<file path="config.mk">
export PLATFORM = sky130hd
export DESIGN_NAME = acc_buffer
export DESIGN_NICKNAME = d
export VERILOG_FILES = /design/src/rtl/acc_buf_pkg.sv /design/src/rtl/acc_lane.sv /design/src/rtl/acc_buffer.sv
export SDC_FILE = /design/constraint.sdc
export NUM_CORES = 1
export LEC_CHECK = 0
export CAP_MARGIN = 20
export CORE_MARGIN = 4
export CORE_UTILIZATION = 45
export CTS_BUF_LIST = sky130_fd_sc_hd__clkbuf_16
export DETAILED_ROUTE_END_ITERATION = 8
export DONT_BUFFER_PORTS = 1
export REMOVE_ABC_BUFFERS = 1
export SYNTH_ARGS = -nofsm -noshare
export SYNTH_HDL_FRONTEND = slang
export SYNTH_SLANG_ARGS = --single-unit
</file>
<file path="constraint.sdc">
create_clock -name clk -period 7 [get_ports clk]
set_input_delay 1.4 -clock clk [delete_from_list [all_inputs] [get_ports clk]]
set_output_delay 1.4 -clock clk [all_outputs]
set_load 0.02 [all_outputs]
</file>
<file path="src/rtl/acc_buf_pkg.sv">
// Shared types and saturating-add helpers for the acc_buffer output accumulator.
// Saturation helpers are used only when ACC_BUF_SAT_EN is defined.
package acc_buf_pkg;

    typedef enum logic {
        FILL  = 1'b0,
        DRAIN = 1'b1
    } state_e;

    // Widest lane supported by the saturation helpers; lanes sign-extend into this.
    localparam int unsigned SAT_W_MAX = 64;

    typedef logic signed [SAT_W_MAX:0] sat_wide_t;

    function automatic sat_wide_t sat_max(input int unsigned w);
        return (sat_wide_t'(1'b1) <<< (w - 32'd1)) - sat_wide_t'(1'b1);
    endfunction

    function automatic sat_wide_t sat_min(input int unsigned w);
        return -(sat_wide_t'(1'b1) <<< (w - 32'd1));
    endfunction

    // Returns {overflow, result}; result is clamped to the signed range of a w-bit value.
    function automatic logic [SAT_W_MAX:0] sat_add(
        input logic signed [SAT_W_MAX-1:0] a,
        input logic signed [SAT_W_MAX-1:0] b,
        input int unsigned                 w
    );
        sat_wide_t              sum;
        sat_wide_t              max_v;
        sat_wide_t              min_v;
        logic                   ovf;
        logic [SAT_W_MAX:0]     res;
        sum   = sat_wide_t'(a) + sat_wide_t'(b);
        max_v = sat_max(w);
        min_v = sat_min(w);
        if (sum > max_v) begin
            res = max_v;
            ovf = 1'b1;
        end else if (sum < min_v) begin
            res = min_v;
            ovf = 1'b1;
        end else begin
            res = sum;
            ovf = 1'b0;
        end
        return {ovf, res[SAT_W_MAX-1:0]};
    endfunction

endpackage

</file>
<file path="src/rtl/acc_lane.sv">
// Single-column store/accumulate adder for acc_buffer.
// ACC_BUF_SAT_EN selects signed saturating adds and exposes a per-lane overflow bit.
module acc_lane
    import acc_buf_pkg::*;
#(
    parameter int DATA_W = 32
) (
    input  logic              acc_mode,
    input  logic [DATA_W-1:0] old_val,
    input  logic [DATA_W-1:0] in_val,
`ifdef ACC_BUF_SAT_EN
    output logic              ovf,
`endif
    output logic [DATA_W-1:0] new_val
);

`ifdef ACC_BUF_SAT_EN
    logic signed [SAT_W_MAX-1:0] old_ext_s;
    logic signed [SAT_W_MAX-1:0] in_ext_s;
    logic [SAT_W_MAX:0]          sat_s;
    logic                        sat_unused_s;

    assign old_ext_s    = SAT_W_MAX'(signed'(old_val));
    assign in_ext_s     = SAT_W_MAX'(signed'(in_val));
    assign sat_s        = sat_add(old_ext_s, in_ext_s, DATA_W);
    assign sat_unused_s = ^sat_s;

    // Store passes input through; accumulate clamps to the lane's signed range.
    always_comb begin
        new_val = in_val;
        ovf     = 1'b0;
        if (acc_mode) begin
            new_val = sat_s[DATA_W-1:0];
            ovf     = sat_s[SAT_W_MAX];
        end else begin
            new_val = in_val;
            ovf     = 1'b0;
        end
    end
`else
    // Store passes input through; accumulate wraps modulo 2^DATA_W.
    always_comb begin
        new_val = in_val;
        if (acc_mode) begin
            new_val = old_val + in_val;
        end else begin
            new_val = in_val;
        end
    end
`endif

endmodule

</file>
<file path="src/rtl/acc_buffer.sv">
// Single-buffered output accumulator: fills a DEPTH x NUM_COLS tile over one or more
// K-passes, then drains it row by row. ACC_BUF_SAT_EN adds saturation and a sticky ovf port.
module acc_buffer
    import acc_buf_pkg::*;
#(
    parameter int DATA_W   = 32,
    parameter int DEPTH    = 4,
    parameter int NUM_COLS = 2
) (
    input  logic                         clk,
    input  logic                         reset,
    input  logic                         in_valid,
    output logic                         in_ready,
    input  logic [NUM_COLS*DATA_W-1:0]   in_data,
    input  logic                         in_last,
    input  logic                         acc_mode,
    output logic                         out_valid,
    input  logic                         out_ready,
    output logic [NUM_COLS*DATA_W-1:0]   out_data,
    output logic [$clog2(DEPTH)-1:0]     out_row,
`ifdef ACC_BUF_SAT_EN
    output logic                         ovf,
`endif
    output logic                         full,
    output logic                         empty
);

    localparam int PTR_W = $clog2(DEPTH);
    localparam logic [PTR_W-1:0] LAST_ROW = PTR_W'(DEPTH - 1);

    state_e                       state_r;
    state_e                       state_next_s;
    logic [NUM_COLS*DATA_W-1:0]   mem_r [DEPTH];
    logic [PTR_W-1:0]             wr_ptr_r;
    logic [PTR_W-1:0]             rd_ptr_r;
    logic                         empty_r;
    logic [NUM_COLS*DATA_W-1:0]   row_next_s;
    logic                         accept_s;
    logic                         out_fire_s;
    logic                         wr_last_s;
    logic                         drain_done_s;

    assign accept_s     = in_valid && (state_r == FILL);
    assign out_fire_s   = out_ready && (state_r == DRAIN);
    assign wr_last_s    = (wr_ptr_r == LAST_ROW);
    assign drain_done_s = out_fire_s && (rd_ptr_r == LAST_ROW);

`ifdef ACC_BUF_SAT_EN
    logic [NUM_COLS-1:0] lane_ovf_s;
    logic                ovf_r;
    assign ovf = ovf_r;
`endif

    for (genvar c = 0; c < NUM_COLS; c++) begin : g_lane
        acc_lane #(
            .DATA_W (DATA_W)
        ) u_lane (
            .acc_mode (acc_mode),
            .old_val  (mem_r[wr_ptr_r][c*DATA_W +: DATA_W]),
            .in_val   (in_data[c*DATA_W +: DATA_W]),
`ifdef ACC_BUF_SAT_EN
            .ovf      (lane_ovf_s[c]),
`endif
            .new_val  (row_next_s[c*DATA_W +: DATA_W])
        );
    end

    // State register.
    always_ff @(posedge clk) begin
        if (reset) begin
            state_r <= FILL;
        end else begin
            state_r <= state_next_s;
        end
    end

    // Next state: in_last only counts on the final row of a pass.
    always_comb begin
        state_next_s = state_r;
        case (state_r)
            FILL: begin
                if (accept_s && wr_last_s && in_last) begin
                    state_next_s = DRAIN;
                end else begin
                    state_next_s = FILL;
                end
            end
            DRAIN: begin
                if (drain_done_s) begin
                    state_next_s = FILL;
                end else begin
                    state_next_s = DRAIN;
                end
            end
            default: state_next_s = FILL;
        endcase
    end

    // Tile storage, pointers and status; finishing a drain clears the tile for the next one.
    always_ff @(posedge clk) begin
        if (reset) begin
            for (int r = 0; r < DEPTH; r++) begin
                mem_r[r] <= '0;
            end
            wr_ptr_r <= '0;
            rd_ptr_r <= '0;
            empty_r  <= 1'b1;
`ifdef ACC_BUF_SAT_EN
            ovf_r    <= 1'b0;
`endif
        end else begin
            if (accept_s) begin
                mem_r[wr_ptr_r] <= row_next_s;
                wr_ptr_r        <= wr_last_s ? '0 : wr_ptr_r + PTR_W'(1);
                empty_r         <= 1'b0;
`ifdef ACC_BUF_SAT_EN
                ovf_r           <= ovf_r | (acc_mode & (|lane_ovf_s));
`endif
            end
            if (drain_done_s) begin
                for (int r = 0; r < DEPTH; r++) begin
                    mem_r[r] <= '0;
                end
                rd_ptr_r <= '0;
                empty_r  <= 1'b1;
`ifdef ACC_BUF_SAT_EN
                ovf_r    <= 1'b0;
`endif
            end else if (out_fire_s) begin
                rd_ptr_r <= rd_ptr_r + PTR_W'(1);
            end
        end
    end

    assign in_ready  = (state_r == FILL);
    assign out_valid = (state_r == DRAIN);
    assign full      = (state_r == DRAIN);
    assign empty     = empty_r && (state_r == FILL);
    assign out_data  = mem_r[rd_ptr_r];
    assign out_row   = rd_ptr_r;

endmodule

</file>
==> flow_summary_export.csv <==
group,metric,value,unit
logic_synthesis,synth_ff_type,"edfxtp_1",
cells_and_area,drive_above_1_share,16.97,%
clock_tree,clk_pin_slew,60,ps
logic_synthesis,synth_top_family_by_area,"multiplexers",
sta,tightest_slew,1091,ps
detailed_routing,drt-initial-drc-count,843,
clock_tree,htree_num_levels,1,
cells_and_area,multi_input_area,0.008569,mm^2
logic_synthesis,synth_top_area_share,45.25,%
detailed_routing,wl_per_cell,23.57,um
logic_synthesis,synth_seq_cells,266,
logic_synthesis,yosysTopAreaCell,"edfxtp_1",
logic_synthesis,synth.area.top_cells,"edfxtp_1 (45%), mux4_2 (17%), nor2_1 (5.7%)",
setup_path,critPathArrivalTime,5030,ps
cells_and_area,fin_nets,1494,
floorplanning,initial_core_util,45.96,%
sta,post-route-period-util,67.90,%
logic_synthesis,synth_area,0.01699,mm^2
logic_synthesis,synth_compound_area_share,10.51,%
detailed_routing,via_per_inst,6.045,
logic_synthesis,synth_fa_ha_area_share,5.171,%
clock_tree,cts_setup_buffers,0,
sta,setup_viol,0,
cells_and_area,fin_area,0.01842,mm^2
clock_tree,cts_resized,0,
global_route,grt_use_total,21.19,%
sta,fmax,210.4,MHz
power,ir_worst_vdd,0.0001848,V
logic_synthesis,muxShareOfSynthArea,19.39,%
detailed_routing,first_pass_iters,5,
floorplanning,die_h,202.3,um
setup_path,critical_path_peak_fanout,20,
logic_synthesis,netlist_instances,1392,
setup_path,worst-r2r-cell-count,11,
floorplanning,rows,70,
floorplanning,design.die.area,0.04092,mm^2
clock_tree,cts_tree,"built",
setup_path,start_kind,"register",
floorplanning,fp.dieW,202.3,um
global_route,grt_pass1_wl,67.94,mm
status,status,"completed",
global_route,grt-ovfl-total,0,
sta,whs,448.2,ps
clock_tree,cts_root_buf,"clkbuf_16",
cells_and_area,seqCellArea,0.007903,mm^2
global_route,antenna_found_initial,0,
global_route,grt_max_degree,85,
logic_synthesis,post-synth-top-count-cell,"nor2_1",
logic_synthesis,ys_warn_count,0,
floorplanning,core_area,0.03696,mm^2
power,powerDensity,254.7,mW/mm^2
placement,gp_congestion,0.8850,
setup_path,worstSetupEndpointType,"register",
floorplanning,io_pins,140,
detailed_routing,vias,11380,
sta,skew,11.14,ps
global_route,first_global_vias,11550,
setup_path,required,7280,ps
worst_hold_path,hp-class,"register to register",
clock_tree,tritoncts.num_buffers,30,
logic_synthesis,ys_top_cells_by_count,"nor2_1 (257), edfxtp_1 (256), mux4_2 (128)",
placement,hpwlAfterDp,28.26,mm
placement,preCtsSetupSlack,2279,ps
logic_synthesis,synth_cell_type_count,85,
logic_synthesis,async_reset_ff_share,0,%
cells_and_area,area_growth,8.411,%
sta,final-hold-violation-count,0,
worst_hold_path,hold_end,"empty_r$_SDFFE_PP1P_",
power,p_leak,0.006659,uW
logic_synthesis,ys_seq_area_share,46.43,%
clock_tree,cts_max_path_buffers,3,
cells_and_area,antenna_cells,0,
placement,dpl_cell_area,0.01728,mm^2
setup_path,reg2reg_setup_slack,2250,ps
clock_tree,hold_buffers,0,
sta,rsz0062_at_grt,"no",
sta,worst_slack,2247,ps
worst_hold_path,min_path_cells,2,
logic_synthesis,yosys.area_share.simple,12.98,%
logic_synthesis,syn-mean-instance-area,12.20,um^2
cells_and_area,final_util,49.83,%
sta,relSlewSlack,27.29,%
sta,slew_violations,0,
sta,min_period,4753,ps
logic_synthesis,synth-edff-count,256,
clock_tree,clock_latency,570,ps
clock_tree,cts_sinks,266,
flow_run,drv_cap,0,
detailed_routing,drc,0,
placement,io_buffer_count,0,
setup_path,reg2reg_to,"mem_r[0][24]$_SDFFCE_PN0P_",
detailed_routing,routed_wl,44.37,mm
logic_synthesis,synth_xor_xnor_area_share,2.165,%
cells_and_area,fillers,3304,
detailed_routing,ant_nets,0,
worst_hold_path,min_from,"empty_r$_SDFFE_PP1P_",
setup_path,crit_type,"register to register",
sta,finalSetupTns,0,ps
==> metrics by stage <==
step           total power (uW)  instances
3_5_place_dp               3085       1822
3_3_place_gp               3067       1822
4_1_cts                    4726       1878
5_1_grt                    4925       1883
6_report                   4690       1883
2_1_floorplan              2829       1306
==> cells in the final DEF (no fill, tap or decap), types with 12 or more instances in the layout <==
cell type | Yosys | final
nor2_1 | 257 | 257
ha_1 | 67 | 67
a21oi_1 | 67 | 67
buf_4 | 3 | 12
nand4_1 | 21 | 21
xnor2_1 | 29 | 29
mux4_2 | 128 | 128
nor2b_1 | 14 | 14
mux2i_1 | 41 | 41
inv_1 | 24 | 28
clkbuf_16 | 0 | 31
xor2_1 | 13 | 13
nand2_1 | 86 | 78
nand3_1 | 18 | 18
nor3_1 | 13 | 13
a21o_1 | 29 | 29
a31oi_1 | 16 | 16
or3_1 | 18 | 18
edfxtp_1 | 256 | 256
o21bai_1 | 16 | 16
o21ai_0 | 29 | 29
a211oi_1 | 12 | 12
==> sequential cells by signal (all words and copies together), names as in the netlist, named ones only <==
signal / cells
mem_r: 256
out_row: 2
wr_ptr_r: 2
empty_r: 1
full: 1
==> cell type report <==
type / instances / area share, %
Clock inverter: 25 / 1.318
Sequential cell: 266 / 42.91
Multi-Input combinational cell: 1016 / 46.53
Clock buffer: 31 / 4.212
Inverter: 24 / 0.4892
Timing Repair Buffer: 17 / 1.114
Tap cell: 504 / 3.424
==> cells by family after synthesis <==
family	Yosys count
buffers and inverters	110
flip-flops	266
XOR/XNOR	42
AND/OR/NAND/NOR	486
multiplexers	169
adder cells (fa/ha/maj)	69
AO/OA/AOI/OAI	250
==> power by group <==
part / switching (uW) / internal, uW / leakage (uW) / total (uW)
registers: 50.8 / 1850 / 0.00275 / 1900
clock network: 649 / 980 / 0.000509 / 1630
logic: 705 / 455 / 0.00341 / 1160
==> how the worst max path moves through the flow <==
stage / to / slack [ps] / depth (start not counted)
finish: mem_r[0][24]$_SDFFCE_PN0P_ / 2250 / 11
global route: mem_r[0][24]$_SDFFCE_PN0P_ / 2040 / 11
CTS: mem_r[0][24]$_SDFFCE_PN0P_ / 2340 / 11
detailed placement: mem_r[0][24]$_SDFFCE_PN0P_ / 2280 / 10
global placement: mem_r[1][24]$_SDFFCE_PN0P_ / 2240 / 10
floorplan: mem_r[0][24]$_SDFFCE_PN0P_ / 1070 / 11
==> routing by layer <==
| layer | track usage (%) | vias to the layer above | wire, um |
|---|---|---|---|
| li1 | - | 5314 | - |
| met1 | 26.68 | 5721 | 18150 |
| met2 | 37.33 | 279 | 22030 |
| met3 | 4.733 | 68 | 2800 |
| met4 | 5.262 | 0 | 1392 |
| met5 | 0 | - | 0 |
==> worst max-delay path, cell delays in order (launching register included) <==
cell and delay [ps]:
dfxtp_4 690, mux4_2 580, ha_1 250, fa_1 420, a21o_1 220, a221oi_2 440
o21bai_1 240, a2111oi_0 850, o21ai_1 210, xor2_1 180, mux2i_1 300, nor2_1 70
Note: power is estimated with default switching activity, not from simulation.
